--- src/rtl/gusn_pkg.sv ---
// Shared constants and types for the perceptron image path.
// Holds frame geometry, class codes and loader FSM states.
package gusn_pkg;

    localparam int IMG_ROWS    = 5;
    localparam int IMG_COLS    = 5;
    localparam int FRAME_WIDTH = IMG_ROWS * IMG_COLS;

    typedef enum logic [1:0] {
        CLS_NONE = 2'b00,
        CLS_A    = 2'b01,
        CLS_B    = 2'b10
    } cls_t;

    typedef enum logic {
        LD_IDLE,
        LD_HOLD
    } ld_state_t;

endpackage

--- src/rtl/pixload_hold_timer.sv ---
// Loadable down-counter timing the frame hold window.
// zero is high once the count has run out (and while idle).
module pixload_hold_timer
    import gusn_pkg::*;
#(
    parameter int HOLD_CYCLES = 2 * FRAME_WIDTH + 1
) (
    input  logic clk,
    input  logic rst_n,
    input  logic load,
    output logic zero
);

    localparam int CW = $clog2(HOLD_CYCLES + 1);

    logic [CW-1:0] cnt;

    always_ff @(posedge clk or negedge rst_n) begin
        if (!rst_n) begin
            cnt <= '0;
        end else if (load) begin
            cnt <= CW'(HOLD_CYCLES - 1);
        end else if (cnt != '0) begin
            cnt <= cnt - CW'(1);
        end
    end

    assign zero = (cnt == '0);

endmodule

--- src/rtl/pixel_frame_loader.sv ---
// Streams a binary frame into a shadow register and publishes it for a hold window.
// Optional PIXLOAD_ERR_CNT_EN adds a saturating aborted-frame counter (err_cnt).
module pixel_frame_loader
    import gusn_pkg::*;
#(
    parameter int WIDTH       = FRAME_WIDTH,
    parameter int HOLD_CYCLES = 2 * WIDTH + 1
) (
    input  logic             clk,
    input  logic             rst_n,
    input  logic             pix_valid,
    input  logic             pix_sof,
    input  logic             pix_data,
    output logic             pix_ready,
    output logic [WIDTH-1:0] frame_out,
    output logic             frame_en,
    output logic             frame_stb
`ifdef PIXLOAD_ERR_CNT_EN
    ,
    output logic [7:0]       err_cnt
`endif
);

    localparam int IW = $clog2(WIDTH + 1);

    logic [WIDTH-1:0] shadow;
    logic [IW-1:0]    idx;
    logic [IW-1:0]    widx;
    logic             shadow_full;
    logic             accept;
    logic             last;
    logic             hold_zero;
    logic             publish;
    ld_state_t        state;
    ld_state_t        state_d;

    assign pix_ready = !shadow_full;
    assign accept    = pix_valid & pix_ready;
    assign widx      = pix_sof ? '0 : idx;
    assign last      = (widx == IW'(WIDTH - 1));
    assign frame_en  = (state == LD_HOLD);

    // A start-of-frame beat restarts the fill at bit 0.
    always_ff @(posedge clk or negedge rst_n) begin
        if (!rst_n) begin
            shadow      <= '0;
            idx         <= '0;
            shadow_full <= 1'b0;
        end else begin
            if (accept) begin
                shadow[widx] <= pix_data;
                idx          <= last ? '0 : widx + IW'(1);
            end
            if (publish) begin
                shadow_full <= 1'b0;
            end else if (accept && last) begin
                shadow_full <= 1'b1;
            end
        end
    end

    always_comb begin
        state_d = state;
        publish = 1'b0;
        unique case (state)
            LD_IDLE: begin
                if (shadow_full) begin
                    publish = 1'b1;
                    state_d = LD_HOLD;
                end
            end
            LD_HOLD: begin
                if (hold_zero) begin
                    if (shadow_full) begin
                        publish = 1'b1;
                    end else begin
                        state_d = LD_IDLE;
                    end
                end
            end
            default: state_d = LD_IDLE;
        endcase
    end

    always_ff @(posedge clk or negedge rst_n) begin
        if (!rst_n) begin
            state     <= LD_IDLE;
            frame_out <= '0;
            frame_stb <= 1'b0;
        end else begin
            state     <= state_d;
            frame_stb <= publish;
            if (publish) begin
                frame_out <= shadow;
            end
        end
    end

    pixload_hold_timer #(
        .HOLD_CYCLES(HOLD_CYCLES)
    ) u_timer (
        .clk  (clk),
        .rst_n(rst_n),
        .load (publish),
        .zero (hold_zero)
    );

`ifdef PIXLOAD_ERR_CNT_EN
    // Counts restarts of a partially filled frame, saturating at 255.
    always_ff @(posedge clk or negedge rst_n) begin
        if (!rst_n) begin
            err_cnt <= '0;
        end else if (accept && pix_sof && idx != '0 && err_cnt != 8'hFF) begin
            err_cnt <= err_cnt + 8'd1;
        end
    end
`endif

endmodule

--- config.mk ---
export PLATFORM = sky130hd
export DESIGN_NAME = pixel_frame_loader
export DESIGN_NICKNAME = d
export VERILOG_FILES = /design/src/rtl/gusn_pkg.sv /design/src/rtl/pixload_hold_timer.sv /design/src/rtl/pixel_frame_loader.sv
export SDC_FILE = /design/constraint.sdc
export NUM_CORES = 1
export LEC_CHECK = 0
export ABC_AREA = 1
export CAP_MARGIN = 20
export CELL_PAD_IN_SITES_DETAIL_PLACEMENT = 1
export CELL_PAD_IN_SITES_GLOBAL_PLACEMENT = 1
export CORE_ASPECT_RATIO = 0.75
export CORE_UTILIZATION = 47
export CTS_BUF_LIST = sky130_fd_sc_hd__clkbuf_2
export CTS_CLUSTER_DIAMETER = 50
export DETAILED_ROUTE_END_ITERATION = 6
export PLACE_DENSITY_LB_ADDON = 0.1
export SYNTH_ARGS = -nofsm -noshare
export SYNTH_HDL_FRONTEND = slang
export SYNTH_SLANG_ARGS = --single-unit
export TNS_END_PERCENT = 50
--- constraint.sdc ---
create_clock -name clk -period 4.7 [get_ports clk]
set_clock_uncertainty 0.2 [all_clocks]
set_input_delay 0.94 -clock clk [delete_from_list [all_inputs] [get_ports clk]]
set_output_delay 0.94 -clock clk [all_outputs]
set_load 0.01 [all_outputs]
==> results of run 1 <==
-- state kept, by name, summed over array words and instances, names as in the netlist --
name and cells:
frame_stb 1, frame_out 25, u_timer.cnt 6, shadow_full 1, shadow 25, idx 5
frame_en 1
-- cell type report --
cell class	count	area (sq um)	share of cell area (%)
tap	78	97.6	2.88
sequential	64	1600	47.2
clock buffer	9	45.0	1.33
inverter	27	101	2.99
multi-input combinational	231	1090	32.0
timing repair buffer	34	343	10.1
clock inverter	7	119	3.50
-- metal layers --
layer / up-vias / GRT usage [%]
met2: 46 / 39.1
met3: 12 / 6.47
li1: 1104 / -
met4: 0 / 8.68
met1: 1094 / 31.4
met5: - / 0
-- synth_stat cells (2+ instances only) --
cell / number
nor2_2: 5
inv_2: 4
o21ai_1: 11
dfrtp_1: 64
nand2_1: 145
buf_6: 5
inv_1: 23
o21ai_0: 13
nor2_4: 4
ha_1: 2
nand3_1: 10
nor3_1: 2
nor2_1: 17
o22ai_1: 2
a21oi_1: 3
nand2_2: 2
o21ai_2: 4
nand2_4: 3
-- power groups by stage --
stage	logic (mW)	registers (mW)	clock network, mW
final	0.225	0.664	0.443
after global routing	0.260	0.671	0.470
after CTS	0.226	0.664	0.451
after detailed placement	0.223	0.673	0
after global placement	0.206	0.670	0
after floorplan	0.160	0.658	0
-- worst max path at each step --
stage | end | slack, ns | cells past startpoint | start
after floorplan | shadow[12] | 2.74 | 8 | pix_sof
after global placement | shadow[8] | 2.02 | 9 | pix_sof
after detailed placement | shadow[16] | 1.96 | 9 | pix_sof
after CTS | pix_ready | 1.82 | 2 | shadow_full
after global routing | pix_ready | 1.76 | 2 | shadow_full
final | pix_ready | 1.86 | 2 | shadow_full
-- through the flow --
stage	instance area [sq um]	utilization (%)	setup WS, ns	total power [mW]
after CTS	3370	57.9	1.82	1.34
final	3390	58.2	1.86	1.33
after global placement	3210	55.1	2.02	0.876
after floorplan	2850	-	2.74	0.817
after global routing	3390	58.2	1.76	1.40
after detailed placement	3210	55.1	1.96	0.896
-- logic make-up (layout without fill, tap and decap cells) --
family / Yosys count / in the layout / synth area share, %
and+or+nand+nor: 192 / 192 / 29.4
DFF: 64 / 64 / 56.2
AOI/OAI and AO/OA: 36 / 36 / 7.51
buffers and inverters: 33 / 77 / 5.66
adders and majority gates: 2 / 2 / 0.878
xor gates and xnor gates: 1 / 1 / 0.307
==> run_results.csv, run 1 <==
group,metric,value,unit
logic_synthesis,syn-num-nets,335,
critical_path,slowest_delay,0.56,ns
finish,mostFrequentLayoutCells,"145 x nand2_1, 64 x dfrtp_1, 31 x clkdlybuf4s50_1, 23 x inv_1, 17 x nor2_1",
die,core_area,0.00583,sq mm
cts,postCtsSetupBuffers,0,
detailed_routing,drtAntennaViolNets,0,
power_and_ir_drop,internal_power,0.922,mW
logic_synthesis,synth_top_flop_cell,"dfrtp_1",
critical_path,rr_worst_depth,6,
outcome,outcome,"finished, final reports clean",
finish,fillers,729,
sta,rsz0062_at_grt,"false",
critical_path,crit_fanout,5,
sta,fmax,352,MHz
cts,cts_tree,"built",
logic_synthesis,netlist.area_leader.share,56.2,%
critical_path,critPathTopFamily,"buffers and inverters",
sta,hold_violations,0,
detailed_routing,drtPass1Iterations,4,
sta,period_needed,2.84,ns
logic_synthesis,synth_edf_count,0,
detailed_routing,wl,6640,um
cts,hold_buffers,0,
critical_path,cp_slowest_cell,"clkdlybuf4s50_1",
logic_synthesis,ys_ff_latch,64,
power_and_ir_drop,pwr-share-comb,16.9,%
global_routing,grt-ovfl-total,0,
detailed_routing,via_per_inst,5.01,
finish,drive_gt1_share,11.6,%
detailed_routing,wl_met2,3170,um
cts,clock_sinks,64,
detailed_routing,drt_iter0_drc,121,
detailed_routing,wl_per_cell,14.8,um
critical_path,r2r-start,"u_timer.cnt[0]",
sta,finalMaxSlewViolations,0,
critical_path,crit_type,"flop to output port",
sta,tightest_slew,0.560,ns
critical_path,cp.required,3.56,ns
detailed_routing,wl_met1,3090,um
cts,insertion_delay,0.51,ns
finish,stdcell_count,450,
placed_design,place_inst,433,
global_routing,antenna_found_initial,0,
power_and_ir_drop,p_switching,0.410,mW
logic_synthesis,syn-cell-area,0.00285,sq mm
critical_path,r2r_end,"frame_out[9]",
finish,layout.cells.most_common,"nand2_1",
power_and_ir_drop,clockPowerShare,33.3,%
logic_synthesis,yosysTopAreaCell,"dfrtp_1",
critical_path,r2r_setup_slack,2.66,ns
detailed_routing,dr_wl_met3,254,um
logic_synthesis,synth_area_leaders,"dfrtp_1 56%, nand2_1 19%, inv_1 3.0%, o21ai_0 2.3%, nor2_1 2.2%",
detailed_routing,drcViolationCount,0,
cts,clock-root-buffer,"clkbuf_2",
placed_design,post-dp-hpwl,4570,um
logic_synthesis,async_flop_share,100,%
sta,slew_headroom,62.6,%
logic_synthesis,synth_area_per_cell,8.69,sq um
die,fp-row-count,24,
power_and_ir_drop,power.leakage,1.69,nW
power_and_ir_drop,switching_share,30.8,%
die,die_w,91.9,um
logic_synthesis,ys.warnings.count,0,
finish,syn_to_final_growth,19.1,%
sta,tns,0,ns
cts,numCtsBuffers,9,
sta,fin_crit_sh,60.4,%
global_routing,grt_pass1_vias,2428,
flow_run,maxCapViolations,0,
placed_design,place.gp.congestion,0.850,
finish,antenna_cells,0,
power_and_ir_drop,power_frac_seq,49.9,%
global_routing,grt_max_degree,47,
cts,htreeDepth,3,
cts,path_clk_slew,0.20,ns
logic_synthesis,synth_cells,328,
sta,setup_viol,0,
detailed_routing,top_layer_used,"met4",
die,io_pins,33,
critical_path,worst_ep_arrival_time,1.70,ns
critical_path,worstSetupStartpointType,"flop",
sta,hold_slack,0.0623,ns
cts,clockBufferDepth,2,
finish,nNetsFinal,374,
detailed_routing,via_count,2256,
placed_design,port_buffers,32,
min_path,hold_path.class,"primary input to async pin",
critical_path,endpoint_kind,"output port",
logic_synthesis,netlist-cell-type-count,27,
power_and_ir_drop,peakVddDrop,0.335,mV
die,dieArea,0.00638,sq mm
cts,cts.repair.resized,0,
power_and_ir_drop,p_per_area,393,mW/mm^2
global_routing,track_usage,24.1,%
logic_synthesis,synth-seq-area-share,56.2,%
critical_path,cp_num_buf_inv,2,
die,die_height,69.4,um
global_routing,grt_pass1_wl,11800,um
die,initial_utilization,48.9,%
critical_path,worstPathCellList,"inv_2 -> clkdlybuf4s50_1",
Power figures use the tool's default switching activity.
==> inputs of run 2 (changes only) <==
--- a/config.mk
+++ b/config.mk
@@ -10,7 +10,7 @@
 export CELL_PAD_IN_SITES_DETAIL_PLACEMENT = 1
 export CELL_PAD_IN_SITES_GLOBAL_PLACEMENT = 1
 export CORE_ASPECT_RATIO = 0.75
-export CORE_UTILIZATION = 47
+export CORE_UTILIZATION = 44
 export CTS_BUF_LIST = sky130_fd_sc_hd__clkbuf_2
 export CTS_CLUSTER_DIAMETER = 50
 export DETAILED_ROUTE_END_ITERATION = 6
==> constraint.sdc (replaced) <==
create_clock -name clk -period 2.8 [get_ports clk]
set_clock_uncertainty 0.2 [all_clocks]
set_input_delay 0.56 -clock clk [delete_from_list [all_inputs] [get_ports clk]]
set_output_delay 0.56 -clock clk [all_outputs]
set_load 0.01 [all_outputs]
==> run_results.csv, run 2 (synthesized netlist as in run 1, its figures left out) <==
group,metric,value,unit
sta,finalMaxSlewViolations,0,
detailed_routing,wl_per_cell,14.1,um
detailed_routing,drtAntennaViolNets,0,
sta,slew_headroom,59.0,%
finish,reg.largest.list,"frame_out (25), shadow (25), u_timer.cnt (6)",
critical_path,cp.required,2.04,ns
cts,clock_sinks,64,
global_routing,grt_pass1_wl,11100,um
critical_path,cp_slowest_cell,"clkdlybuf4s50_1",
detailed_routing,drt_iter0_drc,94,
placed_design,port_buffers,32,
detailed_routing,via_count,2228,
outcome,outcome,"finished, final reports clean",
critical_path,worstSetupStartpointType,"flop",
detailed_routing,wl,6360,um
cts,clockBufferDepth,2,
detailed_routing,drtPass1Iterations,4,
sta,hold_violations,0,
sta,rsz0062_at_grt,"false",
critical_path,crit_fanout,5,
placed_design,place.gp.congestion,0.878,
cts,postCtsSetupBuffers,0,
global_routing,antenna_found_initial,0,
global_routing,grt_pass1_vias,2319,
finish,fillers,714,
placed_design,post-dp-hpwl,4340,um
critical_path,worst_ep_arrival_time,1.65,ns
sta,fin_crit_sh,86.0,%
global_routing,grt_max_degree,65,
sta,tns,0,ns
cts,cts_tree,"built",
flow_run,maxCapViolations,0,
sta,period_needed,2.41,ns
die,fp-row-count,24,
cts,cts.repair.resized,0,
sta,setup_viol,0,
finish,layout.cells.most_common,"nand2_1",
die,die_height,71.7,um
power_and_ir_drop,p_per_area,575,mW/mm^2
die,core_area,0.00604,sq mm
min_path,hold_path.class,"flop to flop",
critical_path,slowest_delay,0.57,ns
finish,stdcell_count,450,
critical_path,r2r_setup_slack,0.77,ns
global_routing,track_usage,21.9,%
cts,clock-root-buffer,"clkbuf_2",
die,initial_utilization,47.2,%
critical_path,endpoint_kind,"output port",
die,dieArea,0.00680,sq mm
die,io_pins,33,
placed_design,place_inst,434,
finish,nNetsFinal,375,
critical_path,worstPathCellList,"inv_2 -> clkdlybuf4s50_1",
cts,hold_buffers,1,
global_routing,grt-ovfl-total,0,
finish,multiInputGateArea,0.00109,sq mm
finish,mostFrequentLayoutCells,"145 x nand2_1, 64 x dfrtp_1, 31 x clkdlybuf4s50_1, 23 x inv_1, 17 x nor2_1",
sta,tightest_slew,0.613,ns
finish,ff_latch_area,0.00160,sq mm
finish,syn_to_final_growth,16.6,%
sta,fmax,415,MHz
detailed_routing,via_per_inst,4.95,
cts,path_clk_slew,0.18,ns
cts,numCtsBuffers,9,
die,die_w,94.9,um
detailed_routing,drcViolationCount,0,
finish,antenna_cells,0,
cts,insertion_delay,0.47,ns
finish,drive_gt1_share,11.6,%
cts,htreeDepth,3,
critical_path,crit_type,"flop to output port",
power_and_ir_drop,power.leakage,1.66,nW
power_and_ir_drop,peakVddDrop,0.379,mV
## run 2: cell count changes in the layout (fill, tap and decap cells not counted), sizes merged
cell and delta:
clkinvlp -1, bufinv -3, inv -1, dlygate4sd3 +1, clkinv +4
## run 2: layer usage
| layer | vias to the layer above | GRT usage, % | wire, um |
|---|---|---|---|
| li1 | 1112 | - | - |
| met1 | 1072 | 30.8 | 3160 |
| met2 | 42 | 32.7 | 2980 |
| met3 | 2 | 6.37 | 192 |
| met4 | 0 | 7.07 | 29 |
| met5 | - | 0 | 0 |
## run 2: metrics by stage
step           utilization (%)  total power [mW]  hold slack, ns  area [sq um]  worst slack, ns
2_1_floorplan                -              1.37          0.0644          2850             1.22
3_3_place_gp              53.5              1.47           0.259          3230            0.476
3_5_place_dp              53.5              1.49           0.265          3230            0.415
4_1_cts                   55.0              1.94           0.290          3320            0.335
5_1_grt                   55.0              2.05           0.311          3320            0.250
6_report                  55.0              1.91           0.285          3320            0.393
## run 2: where the power goes
group          internal, mW  switching, mW
clock                 0.109          0.330
combinational         0.136          0.228
sequential             1.03         0.0820
total                  1.27          0.639
## run 2: worst paths after layout
path | start | endpoint | depth (start not counted)
max in group asynchronous | rst_n | u_timer.cnt[0] | 3
max | shadow_full | pix_ready | 2
min reg2reg | shadow[22] | frame_out[22] | 2
max reg2reg | u_timer.cnt[0] | frame_out[15] | 6
min in group asynchronous | rst_n | frame_out[7] | 3
min | shadow[22] | frame_out[22] | 2
## run 2: final cells by class
| type | count | area share [%] |
|---|---|---|
| multi-input cells | 231 | 32.7 |
| well taps | 78 | 2.94 |
| flip-flops and latches | 64 | 48.2 |
| clock buffers | 9 | 1.36 |
| repair buffers | 35 | 10.6 |
| inverters | 27 | 3.05 |
| clock inverters | 6 | 1.13 |
## run 2: worst max-delay path, delay by kind of cell (launching register included)
family | cells | cell delay, ns
buffers and inverters | 2 | 0.74
flip-flops | 1 | 0.46
==> inputs of run 3 (changes only) <==
==> constraint.sdc (replaced) <==
create_clock -name clk -period 2.75 [get_ports clk]
set_clock_uncertainty 0.2 [all_clocks]
set_input_delay 0.55 -clock clk [delete_from_list [all_inputs] [get_ports clk]]
set_output_delay 0.55 -clock clk [all_outputs]
set_load 0.01 [all_outputs]
==> run_results.csv, run 3 (synthesized netlist as in run 1, its figures left out) <==
group,metric,value,unit
global_routing,track_usage,22.0,%
die,initial_utilization,47.2,%
outcome,outcome,"finished, final reports clean",
sta,setup_viol,0,
critical_path,worstSetupStartpointType,"flop",
die,fp-row-count,24,
min_path,hold_path.class,"flop to flop",
placed_design,port_buffers,32,
die,die_height,71.7,um
sta,period_needed,2.46,ns
global_routing,grt_pass1_vias,2276,
detailed_routing,drtAntennaViolNets,0,
critical_path,cp.required,2.00,ns
finish,antenna_cells,0,
cts,insertion_delay,0.50,ns
cts,numCtsBuffers,9,
power_and_ir_drop,power.leakage,1.65,nW
cts,clock-root-buffer,"clkbuf_2",
power_and_ir_drop,p_per_area,598,mW/mm^2
power_and_ir_drop,p_switching,0.699,mW
die,dieArea,0.00680,sq mm
global_routing,antenna_found_initial,0,
sta,hold_violations,0,
sta,hold_slack,0.278,ns
finish,layout.cells.most_common,"nand2_1",
cts,clockBufferDepth,2,
flow_run,maxCapViolations,0,
critical_path,endpoint_kind,"output port",
detailed_routing,wl_per_cell,14.3,um
detailed_routing,via_per_inst,5.01,
global_routing,grt-ovfl-total,0,
power_and_ir_drop,peakVddDrop,0.411,mV
cts,cts_tree,"built",
finish,nNetsFinal,376,
sta,fmax,407,MHz
cts,path_clk_slew,0.21,ns
sta,tns,0,ns
detailed_routing,wl,6470,um
cts,clock_sinks,64,
finish,mostFrequentLayoutCells,"145 x nand2_1, 64 x dfrtp_1, 31 x clkdlybuf4s50_1, 23 x inv_1, 17 x nor2_1",
power_and_ir_drop,power_frac_seq,56.5,%
power_and_ir_drop,switching_share,35.0,%
sta,fin_crit_sh,89.4,%
detailed_routing,drtPass1Iterations,4,
cts,htreeDepth,3,
detailed_routing,drcViolationCount,0,
sta,rsz0062_at_grt,"false",
detailed_routing,drt_iter0_drc,112,
critical_path,crit_type,"flop to output port",
critical_path,worst_ep_arrival_time,1.71,ns
finish,drive_gt1_share,11.8,%
critical_path,crit_fanout,5,
power_and_ir_drop,pwr-share-comb,19.0,%
global_routing,grt_max_degree,37,
placed_design,post-dp-hpwl,4540,um
detailed_routing,via_count,2263,
sta,tightest_slew,0.646,ns
global_routing,grt_pass1_wl,11200,um
die,io_pins,33,
die,die_w,94.9,um
die,core_area,0.00604,sq mm
placed_design,place.gp.congestion,0.894,
sta,slew_headroom,57.0,%
finish,syn_to_final_growth,17.2,%
power_and_ir_drop,clockPowerShare,24.6,%
finish,reg.largest.list,"frame_out (25), shadow (25), u_timer.cnt (6)",
power_and_ir_drop,internal_power,1.30,mW
sta,finalMaxSlewViolations,0,
cts,postCtsSetupBuffers,0,
[run 3: cell count changes in the layout (fill, tap and decap cells not counted)]
cell	previous run	this run
clkinv_2	4	1
buf_4	1	2
clkinvlp_4	0	4
clkinv_1	0	1
clkinv_4	2	0
inv_6	0	1
[run 3: cell type report]
type                            count  area [sq um]
Tap cell                           78          97.6
Clock buffer                        9          45.0
Inverter                           27           101
Multi-Input combinational cell    231          1090
Sequential cell                    64          1600
Clock inverter                      7          47.5
Timing Repair Buffer               36           360
Fill cell                         752          2700
[run 3: worst paths after layout]
kind / startpoint / endpoint / slack, ns / cells after the start
worst max-delay path: shadow_full / pix_ready / 0.29 / 2
worst min-delay path: shadow[22] / frame_out[22] / 0.28 / 2
worst max register to register: u_timer.cnt[0] / frame_out[13] / 0.71 / 6
worst min register to register: shadow[22] / frame_out[22] / 0.28 / 2
max in group asynchronous: rst_n / shadow[22] / 1.37 / 3
min in group asynchronous: rst_n / frame_out[10] / 0.36 / 2
[run 3: through the flow]
| stage | area, sq um | cells | setup slack (ns) | util (%) | power [mW] |
|---|---|---|---|---|---|
| after floorplan | 2850 | 328 | 1.17 | - | 1.40 |
| after global placement | 3240 | 435 | 0.470 | 53.6 | 1.50 |
| after detailed placement | 3240 | 435 | 0.340 | 53.6 | 1.53 |
| after CTS | 3340 | 452 | 0.253 | 55.3 | 2.02 |
| after global routing | 3340 | 452 | 0.201 | 55.3 | 2.12 |
| final | 3340 | 452 | 0.292 | 55.3 | 2.00 |
[run 3: power by group through the flow]
stage          clock, mW  combinational [mW]  sequential (mW)
2_1_floorplan          0               0.273             1.12
3_3_place_gp           0               0.358             1.14
3_5_place_dp           0               0.382             1.15
4_1_cts            0.501               0.386             1.13
5_1_grt            0.542               0.433             1.15
6_report           0.491               0.379             1.13
[run 3: what timing repair did]
| item | in CTS | in global routing |
|---|---|---|
| endpoints found under the hold margin | 25 | 0 |
| gates resized for setup | 0 | 0 |
| hold buffers | 1 | 0 |
[run 3: per-layer routing]
| metal | global-route usage (%) | up-vias | wire length (um) |
|---|---|---|---|
| met3 | 6.79 | 8 | 220 |
| li1 | - | 1117 | - |
| met2 | 32.5 | 33 | 2910 |
| met1 | 31.3 | 1105 | 3260 |
| met4 | 6.57 | 0 | 79 |
| met5 | 0 | - | 0 |
[run 3: worst max-delay path, stage by stage (launching register included)]
cell and delay [ns]:
dfrtp_1 0.47, inv_2 0.17, clkdlybuf4s50_1 0.57
